**src/rtl/divider_4bit_seq.sv**
```systemverilog
// divider_4bit_seq: 4-bit unsigned restoring divider, one quotient bit per clock behind START/DONE
module divider_4bit_seq (
  input  logic       CLK,
  input  logic       RST,
  input  logic       START,
  input  logic [3:0] X,
  input  logic [3:0] Y,
  output logic [3:0] Q,
  output logic [3:0] R,
  output logic       BUSY,
  output logic       DONE,
  output logic       DZ
);
  typedef enum logic {IDLE, CALC} state_t;
  state_t     r_state;
  logic [4:0] r_pr;
  logic [3:0] r_dq;
  logic [3:0] r_dv;
  logic [1:0] r_cnt;
  logic [4:0] w_shift;
  logic [5:0] w_t;
  logic       w_ok;
  logic [4:0] w_pr_next;
  logic [3:0] w_dq_next;
  // trial subtraction as add of inverted divisor plus one; carry out means no borrow
  assign w_shift   = {r_pr[3:0], r_dq[3]};
  assign w_t       = {1'b0, w_shift} + {1'b0, ~{1'b0, r_dv}} + 6'd1;
  assign w_ok      = w_t[5];
  assign w_pr_next = w_ok ? w_t[4:0] : w_shift;
  assign w_dq_next = {r_dq[2:0], w_ok};
  always_ff @(posedge CLK or posedge RST) begin
    if (RST) begin
      r_state <= IDLE;
      r_pr    <= '0;
      r_dq    <= '0;
      r_dv    <= '0;
      r_cnt   <= '0;
      Q       <= '0;
      R       <= '0;
      BUSY    <= 1'b0;
      DONE    <= 1'b0;
      DZ      <= 1'b0;
    end else begin
      DONE <= 1'b0;
      if (r_state == IDLE) begin
        if (START && Y != 4'd0) begin
          r_dv    <= Y;
          r_dq    <= X;
          r_pr    <= '0;
          r_cnt   <= '0;
          BUSY    <= 1'b1;
          DZ      <= 1'b0;
          r_state <= CALC;
        end else if (START) begin
          Q    <= 4'hF;
          R    <= X;
          DZ   <= 1'b1;
          DONE <= 1'b1;
        end
      end else begin
        r_pr  <= w_pr_next;
        r_dq  <= w_dq_next;
        r_cnt <= r_cnt + 2'd1;
        if (r_cnt == 2'd3) begin
          Q       <= w_dq_next;
          R       <= w_pr_next[3:0];
          DONE    <= 1'b1;
          BUSY    <= 1'b0;
          r_state <= IDLE;
        end
      end
    end
  end
endmodule

```
**config.mk**
```make
export PLATFORM = sky130hd
export DESIGN_NAME = divider_4bit_seq
export DESIGN_NICKNAME = d
export VERILOG_FILES = /design/src/rtl/divider_4bit_seq.sv
export SDC_FILE = /design/constraint.sdc
export NUM_CORES = 1
export LEC_CHECK = 0
export ABC_AREA = 1
export CORE_UTILIZATION = 50
export DETAILED_ROUTE_END_ITERATION = 16
export PLACE_DENSITY = 0.85
export SLEW_MARGIN = 5
export SYNTH_ARGS = -nofsm -noshare
export SYNTH_HDL_FRONTEND = slang
export SYNTH_SLANG_ARGS = --single-unit
```
**constraint.sdc**
```tcl
create_clock -name CLK -period 1.75 [get_ports CLK]
set_clock_uncertainty 0.15 [all_clocks]
set_input_delay 0.35 -clock CLK [delete_from_list [all_inputs] [get_ports CLK]]
set_output_delay 0.35 -clock CLK [all_outputs]
set_load 0.03 [all_outputs]
```
# Word-level counts from Yosys, hierarchy flattened
# Index checks and enable logic that the tools add are counted.
# Widths: inputs -> output; s select.
[word_totals]
mem_bits_ro = 0
latchBits = 0
register_bits = 26
n_memories = 0
input_bits = 11
ram_bits = 0
elab_cells = 54
out_inout_bits = 11
[classes]
reduce_logical = 9
add_sub_neg = 3
n_mux = 27
n_eq_ne = 3
shifts = 0
n_lt_le_gt_ge = 0
bitwise_logic = 2
div = 0
n_mul = 0
[ops]
columns = ["op", "count"]
rows = [
  ["$mux 4", 13],
  ["$mux 1", 12],
  ["$add 5x5->6", 1],
  ["$add 6x1->6 const B", 1],
  ["$reduce_and 2->1", 3],
  ["$reduce_bool 2->1", 3],
  ["$not 4->5", 1],
  ["$mux 2", 2],
  ["$reduce_bool 4->1", 1],
  ["$reduce_and 3->1", 1],
  ["$add 2x1->2 const B", 1],
  ["$eq 2x2->1 const B", 1],
  ["$ne 2x1->1 const B", 1],
  ["$ne 2x2->1 const B", 1],
  ["$logic_and 1x1->1", 1],
  ["$not 1->1", 1],
]

# Depth between registers and ports, before layout
# Gate-level depths: netlist of the first run.
[depth]
ltp_word = 6
ltp_mapped = 11
depth_no_buf = 11

# Least setup slack after synthesis of the first run
# No wires, ideal clock.
[synth_path]
path_type = "reg2reg"
from = "register r_pr[1]"
to = "register R[3]"
t_arrival_ps = 1371
t_required_ps = 1537
path_buffers = 0
path_slack_ps = 167
path_stages_with_launch = 9
synth_period_minus_slack_ps = 1583
setup_ps = 63
cell_sequence = "dfrtp_1 ha_1 nand2_1 nand2_1 a21oi_1 nand4_1 nand3_1 nand2_1 inv_1"
[synth_via]
elab_chain_len = 5
[synth_rtl]
columns = ["element", "line", "source"]
rows = [
  ["start: declaration", "16", "logic [4:0] r_pr;"],
  ["start signal: assignment", "61", "r_pr <= w_pr_next;"],
  ["$add 5x5->6", "27", "assign w_t = {1'b0, w_shift} + {1'b0, ~{1'b0, r_dv}} + 6'd1;"],
  ["$add 6x1->6", "27", ""],
  ["$mux 4", "29", "assign w_pr_next = w_ok ? w_t[4:0] : w_shift;"],
  ["$mux 4", "64", "if (r_cnt == 2'd3) begin"],
  ["$mux 4", "45", "if (r_state == IDLE) begin"],
  ["end signal: assignment", "66", "R <= w_pr_next[3:0];"],
  ["end: declaration", "9", "output logic [3:0] R,"],
]
# No other way between the ends. The select of a mux whose other input is x is not followed.
# A chain may end at the register's enable or synchronous reset.

# Worst setup path in the final report of the first run
[layout_path]
from = "register r_pr[1]"
to = "register R[0]"
# The elaborated chain is that of the path after synthesis.

==> results of run 1 <==
[worst max-delay path, stage by stage, from the launching register on]
cell	delay [ns]
dfrtp_1	0.46
ha_4	0.27
nand2_1	0.06
nand2_1	0.11
nand2_1	0.13
nand3_2	0.14
nand3_1	0.13
nand3_1	0.10
nand2_1	0.07
inv_1	0.04
[power by group]
| part | internal, mW | total [mW] | switching [mW] |
|---|---|---|---|
| clock network | 0.232 | 0.406 | 0.174 |
| logic | 0.945 | 2.30 | 1.36 |
| registers | 0.901 | 1.11 | 0.209 |
| total | 2.08 | 3.82 | 1.74 |
[registers in the layout, summed over array words and instances (netlist names)]
name,flops
r_dv,4
Q,4
R,4
r_dq,4
r_cnt,2
r_state,1
DONE,1
DZ,1
BUSY,1
r_pr,4
[layout make-up]
cell class | instances | area [sq um] | area share
clock buffer | 3 | 22.52 | 0.01214
tap | 30 | 37.54 | 0.02023
inverter | 28 | 107.6 | 0.05799
multi-input combinational | 103 | 656.9 | 0.3540
sequential | 26 | 650.6 | 0.3506
timing repair buffer | 41 | 350.3 | 0.1888
clock inverter | 1 | 30.03 | 0.01618
[logic make-up after synthesis]
| family | Yosys count | synth area share |
|---|---|---|
| DFF | 26 | 0.4672 |
| and+or+nand+nor | 75 | 0.2776 |
| AOI/OAI and AO/OA | 21 | 0.08624 |
| xor gates and xnor gates | 1 | 0.006290 |
| adders and majority gates | 6 | 0.05930 |
| buffers and inverters | 32 | 0.1033 |
[placed cells by master, fill, tap and decap left out, types with 2 or more instances in the layout]
cell type / netlist / routed
or2_1: 3 / 3
a22oi_1: 2 / 2
nand3_1: 18 / 15
nand2_1: 26 / 26
ha_1: 5 / 2
clkbuf_4: 0 / 3
nor2_1: 13 / 13
clkdlybuf4s50_1: 0 / 10
a31oi_1: 2 / 2
a21boi_0: 2 / 2
dlygate4sd2_1: 0 / 11
nand2_2: 3 / 3
nand3_2: 1 / 4
buf_4: 0 / 19
a21oi_1: 7 / 6
dfrtp_1: 26 / 26
nand4_1: 5 / 5
o21ai_0: 6 / 6
inv_1: 28 / 27
ha_4: 0 / 2
[final timing paths]
kind,from,endpoint,cells past startpoint
setup / recovery,r_pr[1],R[0],9
hold reg to reg,r_cnt[0],r_cnt[0],1
min in group CLK,r_cnt[0],r_cnt[0],1
hold / removal,RST,Q[0],3
max in group asynchronous,RST,r_pr[0],3
setup reg to reg,r_pr[1],R[0],9
[timing repair]
action                                  in CTS  in global routing
pin swaps                                    0                  6
endpoints found under the setup margin      15                  6
setup buffers                                1                  3
gates resized for setup                     14                  9
[synth_stat cells (2+ instances only)]
cell	instances
a21boi_0	2
inv_1	28
buf_6	3
nand2_1	26
o21ai_0	6
or2_1	3
nand4_1	5
a31oi_1	2
a21oi_1	7
a22oi_1	2
ha_1	5
nor2_1	13
nand2_2	3
dfrtp_1	26
nand3_1	18
nor2_2	2
[stage by stage]
| stage | area [sq um] | TNS, ns | power [mW] | hold WS, ns |
|---|---|---|---|---|
| finish | 1856 | 0 | 3.819 | 0.2133 |
| global route | 1856 | -0.3185 | 4.113 | 0.2490 |
| CTS | 1782 | 0 | 3.570 | 0.2205 |
| detailed placement | 1722 | -1.005 | 3.192 | 0.3264 |
| global placement | 1722 | -0.4184 | 3.081 | 0.3099 |
| floorplan | 1393 | 0 | 2.509 | 0.2400 |
[layer usage]
metal | up-vias | track usage | routed length (um)
li1 | 606 | - | -
met1 | 613 | 0.2991 | 1393
met2 | 32 | 0.4137 | 1709
met3 | 6 | 0.01667 | 100
met4 | 0 | 0.1154 | 57
met5 | - | 0 | 0
==> reports/results.ini, run 1 <==
[status]
status=completed

[synth]
ys_types=26
synthTopCellsByArea=dfrtp_1, inv_1, nand2_1
ys_ff_latch=26
synth.avg_cell_area_sq_um=8.650
synthArstFlopShare=1.000
synthesis.area_sq_um=1393
yosysTopAreaCell=dfrtp_1
ys.flop_type=dfrtp_1
syn_inst=161
ys_seq_area_frac=0.4672
synthesis.nets=178
synth_top_area_frac=0.4672
yosys_warnings=0
synth-edff-count=0

[die]
core_area_sq_um=2545
ioPinCount=22
rows=18
die-width_um=54.78
initial_utilization=0.5472
die_height_um=54.78
die-area_sq_um=3000

[grt]
track_usage=0.2393
grt_pass1_wl_um=5030
grt_pass1_vias=1192
grt_overflow_total=0
grt_max_degree=27
antenna_found_initial=0

[sta]
fmax_ghz=0.5719
post-route-period-util=0.9992
rsz0062_at_grt=true
finalHoldViolCount=0
slew_headroom=0.6695
setup_slack_ns=0.001354
tightest_slew_ns=0.4957
min_period_ns=1.749
final_max_slew_viol_count=0
setup_viol=0

[place]
post-place-ws_ns=-0.1068
port_buffers=21
dp_cells=224
gp_congestion=0.9112
dp_hpwl_um=2363

[cells_and_area]
postLayoutCoreUtil=0.7291
n_antenna_cell=0
area_growth_pct=33.24
instances_no_fill=232
layout.nets=220
drive_gt1_frac=0.2079
filler_cell_count=183

[worst_setup_path]
worstPathArrival_ns=1.83
crit_required_ns=1.83
crit_type=reg -> reg
startpoint_type=flop
end_kind=flop
crit_fanout=5
r2r_slack_ns=0.001

[clock_network]
clock_latency_ns=0.32
cts_num_sinks=26
cts_buffers=3
htreeDepth=1
root_buffer=clkbuf_4
cts_hold_buf=0
cts_tree=built
path_clk_slew_ns=0.14
clock_path_buffers=2

[hold_path]
hp-class=in -> async

[detailed_routing]
firstDrtPassIters=4
via_count=1257
drtIter0Drc=41
ant_nets=0
post_drt_wl_per_cell_um=14.06
drt-total-wl_um=3261
post_drt_via_cell_ratio=5.418
remaining_drc_errors=0

[power]
pwr_density_cell_nw_per_um2=2058
peakVddDrop_mv=1.474
leakagePower_nw=0.9560

[run]
drv_cap=0

Power figures use the tool's default switching activity.
==> run 2: changes to the inputs <==
==> constraint.sdc (replaced) <==
create_clock -name CLK -period 1.75 [get_ports CLK]
set_clock_uncertainty 0.15 [all_clocks]
set_input_delay 0.2625 -clock CLK [delete_from_list [all_inputs] [get_ports CLK]]
set_output_delay 0.2625 -clock CLK [all_outputs]
set_load 0.03 [all_outputs]
==> run 2 against run 1 <==
  * Via count is 3.5% lower
  * Maximum frequency is 0.13% higher
  * Register-to-register slack hardly changed
  * Largest power group unchanged
  * Clock power is 1% higher
  * Combinational power is 3% lower
  * Critical endpoint unchanged
  * Wire length is 4.2% lower
  * Sequential cell count stayed put
  * Sequential share of layout area is 1.0 points higher
  * Clock-buffer cell count stayed put
==> reports/results.ini, run 2 (synthesized netlist as in run 1, its figures left out) <==
[cells_and_area]
area_growth_pct=29.47
instances_no_fill=224  ; -3.4%
n_antenna_cell=0  ; unchanged
layout_commonest_cell=inv_1
final_area_sq_um=1803  ; -2.8%
filler_cell_count=191  ; +4.4%
layout.nets=212  ; -3.6%
postLayoutCoreUtil=0.7085  ; -0.02065
drive_gt1_frac=0.1804  ; -0.02751
most-common-layout-cells=inv_1, dfrtp_1, nand2_1

[clock_network]
root_buffer=clkbuf_4
htreeDepth=1  ; unchanged
path_clk_slew_ns=0.15  ; about the same
cts_tree=built
cts_num_sinks=26  ; unchanged
cts_buffers=3  ; unchanged
clock_latency_ns=0.32  ; about the same
clock_path_buffers=2  ; unchanged

[die]
die-width_um=54.78  ; unchanged
die_height_um=54.78  ; unchanged
rows=18  ; unchanged
ioPinCount=22  ; unchanged
die-area_sq_um=3000  ; unchanged
core_area_sq_um=2545  ; unchanged
initial_utilization=0.5472  ; unchanged

[worst_setup_path]
crit_fanout=4  ; -1
r2r_cells=9  ; unchanged
crit_path_start=r_pr[2]
crit_type=reg -> reg
startpoint_type=flop
timing.rr.end=R[0]
r2r-start=r_pr[2]
worstPathArrival_ns=1.84  ; about the same
r2r_slack_ns=0.004  ; about the same
end_kind=flop
crit_required_ns=1.84  ; about the same

[grt]
track_usage=0.2233  ; -0.01603
grt_max_degree=27  ; unchanged
antenna_found_initial=0  ; unchanged
grt_pass1_vias=1150  ; -3.5%
grt_overflow_total=0  ; unchanged
grt_pass1_wl_um=4740  ; -5.8%

[sta]
slew_headroom=0.6805  ; +0.01100
min_period_ns=1.746  ; -0.002196 ns
post-route-period-util=0.9980  ; -0.001255
fmax_ghz=0.5726  ; +0.13%
rsz0062_at_grt=true
finalHoldWorstSlack_ns=0.1255  ; -0.08781 ns
finalHoldViolCount=0  ; unchanged
tightest_slew_ns=0.4792  ; -0.01650 ns
setup_slack_ns=0.003550  ; +0.002196 ns
final_max_slew_viol_count=0  ; unchanged
setup_viol=0  ; unchanged
tns_ns=0  ; unchanged

[place]
gp_congestion=0.8613  ; -5.5%
placed_area_sq_um=1677  ; -2.6%
port_buffers=21  ; unchanged
dp_hpwl_um=2308  ; -2.3%
dp_cells=218  ; -2.7%
post-place-ws_ns=-0.06312  ; +0.04366 ns

[detailed_routing]
wl_met3_um=93  ; -7.0%
drt-total-wl_um=3125  ; -4.2%
top_layer_used=met4
post_drt_via_cell_ratio=5.415  ; about the same
via_count=1213  ; -3.5%
ant_nets=0  ; unchanged
remaining_drc_errors=0  ; unchanged
wl_met2_um=1645  ; -3.7%
drtIter0Drc=17  ; -59%
post_drt_wl_per_cell_um=13.95  ; -0.75%
firstDrtPassIters=4  ; unchanged
met1_length_um=1347  ; -3.3%

[power]
pwr_density_cell_nw_per_um2=2085  ; +1.3%
peakVddDrop_mv=1.302  ; -12%
fin_total_pwr_mw=3.758  ; -1.6%
leakagePower_nw=0.9213  ; -3.6%

[run]
drv_cap=0  ; unchanged

[hold_path]
hp-class=in -> async

[status]
status=completed

==> run 2: cell count changes in the layout (fill, tap and decap cells not counted), sizes merged <==
cell	before	now
buf	20	12
==> run 2: worst max path at each step <==
stage / endpoint / slack, ns / depth (start not counted)
4_1_cts: R[0] / -0.004 / 9
3_3_place_gp: r_dv[0] / -0.002 / 8
6_report: R[0] / 0.004 / 9
3_5_place_dp: R[2] / -0.06 / 8
5_1_grt: R[0] / -0.08 / 9
2_1_floorplan: R[3] / 0.17 / 8
==> run 2: cell type report <==
class	instances	area, sq um	area share
clock buffer	3	22.52	0.01249
sequential	26	650.6	0.3609
clock inverter	1	30.03	0.01666
timing repair buffer	33	290.3	0.1610
inverter	28	105.1	0.05829
tap	30	37.54	0.02082
multi-input combinational	103	666.9	0.3699
==> run 2: worst max-delay path: stages (launching register included) <==
cell and delay (ns):
dfrtp_1 0.44, ha_4 0.28, inv_2 0.05, nor2_4 0.16, nand3_2 0.13, buf_6 0.14, nand4_1 0.11, nand3_1 0.10
nand2_1 0.07, inv_1 0.03
==> run 2: where the power goes <==
| part | internal, mW | switching, mW | leakage (nW) |
|---|---|---|---|
| logic | 0.904 | 1.34 | 0.588 |
| registers | 0.901 | 0.205 | 0.305 |
| clock network | 0.232 | 0.180 | 0.0279 |
==> run 2: layer usage <==
layer  vias up  track usage
li1        586            -
met1       595       0.2802
met2        26       0.3976
met3         6      0.03333
met4         0      0.05128
met5         -            0
==> run 2: timing repair <==
item | in CTS | in global routing
hold buffers | 0 | 0
setup endpoints to repair | 16 | 7
pin swaps | 0 | 4
gates resized for setup | 14 | 9
buffers inserted | 0 | 2
